==> src/rtl/uart_pkg.sv <==
// Constants and state encoding shared by the UART receiver and transmitter.
package uart_pkg;

  localparam int DATA_BITS        = 8;
  localparam int FRAME_BITS       = 11;  // start + 8 data + parity + stop
  localparam int DEF_CLKS_PER_BIT = 16;

  typedef enum logic [2:0] {
    ST_IDLE   = 3'd0,
    ST_START  = 3'd1,
    ST_DATA   = 3'd2,
    ST_PARITY = 3'd3,
    ST_STOP   = 3'd4,
    ST_BREAK  = 3'd5
  } uart_state_e;

endpackage

==> src/rtl/uart_sync2.sv <==
// Two-flop synchronizer for a single asynchronous input, with a selectable reset value.
module uart_sync2 #(
  parameter logic RESET_VAL = 1'b1
) (
  input  logic i_clk,
  input  logic i_rst_n,
  input  logic i_d,
  output logic o_q
);

  logic r_meta;
  logic r_sync;

  always_ff @(posedge i_clk or negedge i_rst_n) begin
    if (!i_rst_n) begin
      r_meta <= RESET_VAL;
      r_sync <= RESET_VAL;
    end else begin
      r_meta <= i_d;
      r_sync <= r_meta;
    end
  end

  assign o_q = r_sync;

endmodule

==> src/rtl/uart_rx.sv <==
// UART receiver: 8 data bits LSB first, one parity bit, one stop bit, mid-bit sampling.
// Handshake: rx_done is a one-cycle strobe with no back-pressure; data_out and the error flags are valid with it and held until the next strobe.
module uart_rx
  import uart_pkg::*;
#(
  parameter int CLKS_PER_BIT = DEF_CLKS_PER_BIT,
  parameter bit PARITY_ODD   = 1'b0
) (
  input  logic        clk,
  input  logic        rst,
  input  logic        rx,
  output logic [7:0]  data_out,
  output logic        rx_done,
  output logic        parity_err,
  output logic        frame_err,
  output uart_state_e dbg_state
);

  localparam int CW = $clog2(CLKS_PER_BIT);
  localparam int BW = $clog2(DATA_BITS);
  localparam logic [CW-1:0] FULL_RELOAD = CW'(CLKS_PER_BIT - 1);
  localparam logic [CW-1:0] HALF_RELOAD = CW'(CLKS_PER_BIT / 2 - 1);
  localparam logic [BW-1:0] LAST_BIT    = BW'(DATA_BITS - 1);

  logic                 w_rx_s;
  logic                 w_tick;

  uart_state_e          r_state;
  uart_state_e          w_next_state;
  logic [CW-1:0]        r_cnt;
  logic [CW-1:0]        w_cnt;
  logic [BW-1:0]        r_bit_cnt;
  logic [BW-1:0]        w_bit_cnt;
  logic [DATA_BITS-1:0] r_shift;
  logic [DATA_BITS-1:0] w_shift;
  logic                 r_par_acc;
  logic                 w_par_acc;
  logic                 r_par_err_pend;
  logic                 w_par_err_pend;
  logic [DATA_BITS-1:0] r_data_out;
  logic [DATA_BITS-1:0] w_data_out;
  logic                 r_rx_done;
  logic                 w_rx_done;
  logic                 r_parity_err;
  logic                 w_parity_err;
  logic                 r_frame_err;
  logic                 w_frame_err;

  uart_sync2 #(
    .RESET_VAL (1'b1)
  ) u_sync (
    .i_clk   (clk),
    .i_rst_n (rst),
    .i_d     (rx),
    .o_q     (w_rx_s)
  );

  // The counter counts down to zero and reloads on every sample, so each bit is timed from its own sample point.
  assign w_tick = (r_cnt == '0);

  always_comb begin
    w_next_state   = r_state;
    w_cnt          = r_cnt;
    w_bit_cnt      = r_bit_cnt;
    w_shift        = r_shift;
    w_par_acc      = r_par_acc;
    w_par_err_pend = r_par_err_pend;
    w_data_out     = r_data_out;
    w_parity_err   = r_parity_err;
    w_frame_err    = r_frame_err;
    w_rx_done      = 1'b0;

    case (r_state)
      ST_IDLE: begin
        if (!w_rx_s) begin
          w_next_state = ST_START;
          w_bit_cnt    = '0;
          w_cnt        = HALF_RELOAD;
          w_par_acc    = 1'b0;
        end
      end

      ST_START: begin
        if (w_tick) begin
          if (!w_rx_s) begin
            w_next_state = ST_DATA;
            w_cnt        = FULL_RELOAD;
          end else begin
            w_next_state = ST_IDLE;
          end
        end else begin
          w_cnt = r_cnt - CW'(1);
        end
      end

      ST_DATA: begin
        if (w_tick) begin
          w_shift   = {w_rx_s, r_shift[DATA_BITS-1:1]};
          w_par_acc = r_par_acc ^ w_rx_s;
          w_cnt     = FULL_RELOAD;
          if (r_bit_cnt == LAST_BIT) begin
            w_next_state = ST_PARITY;
          end else begin
            w_bit_cnt = r_bit_cnt + BW'(1);
          end
        end else begin
          w_cnt = r_cnt - CW'(1);
        end
      end

      ST_PARITY: begin
        if (w_tick) begin
          w_par_err_pend = ((r_par_acc ^ w_rx_s) != PARITY_ODD);
          w_cnt          = FULL_RELOAD;
          w_next_state   = ST_STOP;
        end else begin
          w_cnt = r_cnt - CW'(1);
        end
      end

      ST_STOP: begin
        if (w_tick) begin
          w_data_out   = r_shift;
          w_parity_err = r_par_err_pend;
          w_frame_err  = ~w_rx_s;
          w_rx_done    = 1'b1;
          w_next_state = w_rx_s ? ST_IDLE : ST_BREAK;
        end else begin
          w_cnt = r_cnt - CW'(1);
        end
      end

      // A line held low after a bad stop bit must not be taken as a new start bit.
      ST_BREAK: begin
        if (w_rx_s) begin
          w_next_state = ST_IDLE;
        end
      end

      default: begin
        w_next_state = ST_IDLE;
      end
    endcase
  end

  always_ff @(posedge clk or negedge rst) begin
    if (!rst) begin
      r_state        <= ST_IDLE;
      r_cnt          <= '0;
      r_bit_cnt      <= '0;
      r_shift        <= '0;
      r_par_acc      <= 1'b0;
      r_par_err_pend <= 1'b0;
      r_data_out     <= '0;
      r_rx_done      <= 1'b0;
      r_parity_err   <= 1'b0;
      r_frame_err    <= 1'b0;
    end else begin
      r_state        <= w_next_state;
      r_cnt          <= w_cnt;
      r_bit_cnt      <= w_bit_cnt;
      r_shift        <= w_shift;
      r_par_acc      <= w_par_acc;
      r_par_err_pend <= w_par_err_pend;
      r_data_out     <= w_data_out;
      r_rx_done      <= w_rx_done;
      r_parity_err   <= w_parity_err;
      r_frame_err    <= w_frame_err;
    end
  end

  assign data_out   = r_data_out;
  assign rx_done    = r_rx_done;
  assign parity_err = r_parity_err;
  assign frame_err  = r_frame_err;
  assign dbg_state  = r_state;

endmodule

==> config.mk <==
export PLATFORM = sky130hd
export DESIGN_NAME = uart_rx
export DESIGN_NICKNAME = d
export VERILOG_FILES = /design/src/rtl/uart_pkg.sv /design/src/rtl/uart_sync2.sv /design/src/rtl/uart_rx.sv
export SDC_FILE = /design/constraint.sdc
export NUM_CORES = 1
export LEC_CHECK = 0
export ABC_CLOCK_PERIOD_IN_PS = 5950
export BUFFER_PORTS_ARGS = -buffer_cell sky130_fd_sc_hd__buf_2
export CAP_MARGIN = 10
export CORE_ASPECT_RATIO = 2
export CORE_MARGIN = 5
export CORE_UTILIZATION = 46
export CTS_CLUSTER_DIAMETER = 60
export DETAILED_ROUTE_END_ITERATION = 8
export PLACE_DENSITY = 0.72
export SLEW_MARGIN = 15
export SYNTH_ARGS = -nofsm -noshare
export SYNTH_HDL_FRONTEND = slang
export SYNTH_SLANG_ARGS = --single-unit
==> constraint.sdc <==
create_clock -name clk -period 5.95 [get_ports clk]
set_clock_uncertainty 0.2 [all_clocks]
set_input_delay 0.8925 -clock clk [delete_from_list [all_inputs] [get_ports clk]]
set_output_delay 0.8925 -clock clk [all_outputs]
set_load 0.005 [all_outputs]
==> flow_summary.toml <==
[run_status]
status = "completed"

[floorplan]
die_h_um = 92.86
initial_core_util = 0.4727
row_count = 30
die_w_um = 51.43
core_area_um2 = 3341
io_pins = 17
die-area_um2 = 4776

[synth]
synth_edf_count = 0
seq_area_frac_synth = 0.5246
synth-main-ff-cell = "dfrtp_1"
synthArstFlopShare = 1.000
synth_nets = 138
synth_seq_cells = 33
avgSynthCellArea_um2 = 11.96
syn-cell-area_um2 = 1579
netlist_instances = 132
yosysUniqueCellTypes = 38
synth-warning-count = 0

[timing]
setup_tns_ns = 0
tightest_slew_ns = 0.7317
fmax_ghz = 0.4397
slew_violations = 0
finalCriticalPeriod_ns = 2.274
slew_headroom = 0.5122
post-route-period-util = 0.3823
rsz0062_at_grt = "no"
setup_violations = 0
finalHoldViolations = 0

[routing]
routedWlPerCell_um = 15.26
dr_total_vias = 1031
viasPerCell = 5.665
antenna_left = 0
dr.pass1.iters = 4
routed_wl_um = 2777
drc = 0
drtIter0Drc = 23

[cells_and_area]
fin_util = 0.5322
nNetsFinal = 155
fin_area_um2 = 1778
drive_above_1_share = 0.3200
area_growth_pct = 12.60
antenna_cells = 0

[worst_setup_path]
critPathLaunchType = "flip-flop"
cp_cell_sequence = "buf_2"
r2r_cells = 5
cp_top_family = "flip-flops"
crit_arrival_ns = 1.18
max_stage_delay_ns = 0.69
slowest_stage = "dfrtp_1"
crit_type = "reg -> out"
required_ns = 4.86
cp-end-kind = "output port"
crit_fanout = 18
crit_buf_inv = 1
crit_cells = 1

[clock_tree]
cts_buffers = 5
post_cts_resized = 0
insertion_delay_ns = 0.28
postCtsHoldBufs = 0
cts_sinks = 33
ctsRootBufferMaster = "clkbuf_8"
cts_tree = "built"
htreeDepth = 2
cts_buffer_depth = 2
clkTransAtPathRegs_ns = 0.06
cts_setup_buffers = 0

[place]
hpwlAfterDp_um = 2035
place_area_um2 = 1662
gp_congestion = 0.8983
numPortBuffers = 16

[grt]
grt_pass1_vias = 1051
grt_overflow_total = 0
grt_max_degree = 34
antenna_found_initial = 0
grt_use_total = 0.1328
grt_pass1_wl_um = 4781

[worst_hold_path]
holdPathStages = 0
hold_class = "reg -> reg"

[job]
cap_viol_max_count = 0

[power]
ir_drop_v = 0.0002824
powerDensity_nw_per_um2 = 398.7
p_leak_nw = 0.9138
total_power_w = 0.0007089
[cell type report]
| cell class | instances | area [µm²] |
|---|---|---|
| clock buffer | 7 | 86.33 |
| multi-input combinational | 87 | 690.7 |
| timing repair buffer | 16 | 80.08 |
| tap | 32 | 40.04 |
| clock inverter | 1 | 30.03 |
| sequential | 33 | 828.3 |
| fill | 283 | 1563 |
| inverter | 6 | 22.52 |
[layout by cell type (no fill, tap or decap), types with 2 or more instances in the layout]
cell type / count
a21oi_1: 6
buf_2: 16
clkbuf_8: 6
dfrtp_1: 31
dfstp_2: 2
ha_1: 3
inv_1: 6
mux2_2: 10
mux2_4: 7
mux2i_1: 4
nand2_1: 11
nand3_1: 3
nand3_4: 2
nor2_1: 5
nor2b_1: 2
o21a_1: 3
o21ai_0: 11
[sequential cells by signal, summed over array words and instances, names as in the netlist, 3 cells and up]
name       count
r_shift        8
r_cnt          4
data_out       8
dbg_state      3
r_bit_cnt      3
[worst paths after layout]
path	start	endpoint	slack, ns
hold reg to reg	u_sync.r_meta$_DFF_PN1_	u_sync.o_q$_DFF_PN1_	0.16
max in group asynchronous	rst	r_shift[6]$_DFFE_PN0P_	4.61
hold / removal	u_sync.r_meta$_DFF_PN1_	u_sync.o_q$_DFF_PN1_	0.16
min in group asynchronous	rst	data_out[1]$_DFFE_PN0P_	0.47
setup reg to reg	r_cnt[0]$_DFFE_PN0P_	data_out[1]$_DFFE_PN0P_	3.82
setup / recovery	dbg_state[2]$_DFFE_PN0P_	dbg_state[2]	3.68
[per-layer routing]
layer | global-route usage | share of wire
met3 | 0.03382 | 0.033
met2 | 0.2234 | 0.52
met1 | 0.1457 | 0.41
met4 | 0.07659 | 0.028
met5 | 0 | 0
[cell families after synthesis]
logic type / count (synthesis) / synth area share
AO/OA/AOI/OAI: 27 / 0.1038
XOR/XNOR: 1 / 0.005548
adder cells (fa/ha/maj): 3 / 0.02377
buffers and inverters: 12 / 0.03803
flip-flops: 33 / 0.5246
multiplexers: 21 / 0.1632
AND/OR/NAND/NOR: 35 / 0.1411
[through the flow]
| stage | hold WS [ns] | std cells | worst slack, ns |
|---|---|---|---|
| finish | 0.1567 | 182 | 3.676 |
| global route | 0.1609 | 182 | 3.602 |
| CTS | 0.1586 | 182 | 3.669 |
| detailed placement | 0.1491 | 174 | 3.819 |
| global placement | 0.1469 | 174 | 3.909 |
| floorplan | 0.1452 | 132 | 3.999 |
[synth_stat cells (2+ instances only)]
cell | count | share of area
mux2_4 | 7 | 0.067
dfrtp_1 | 31 | 0.49
o21ai_0 | 11 | 0.035
a21oi_1 | 6 | 0.019
nand2_1 | 11 | 0.026
nor2_1 | 5 | 0.012
nand3_1 | 3 | 0.0095
clkbuf_1 | 3 | 0.0071
buf_6 | 2 | 0.014
o21a_1 | 3 | 0.014
mux2i_1 | 4 | 0.025
ha_1 | 3 | 0.024
mux2_2 | 10 | 0.071
dfstp_2 | 2 | 0.033
nor2b_1 | 2 | 0.0079
inv_1 | 6 | 0.014
nand3_4 | 2 | 0.022
[power breakdown]
group / switching (W) / internal, W
clock: 0.0000760 / 0.000136
combinational: 0.0000870 / 0.0000854
sequential: 0.0000617 / 0.000262
(Power assumes the default switching activity.)
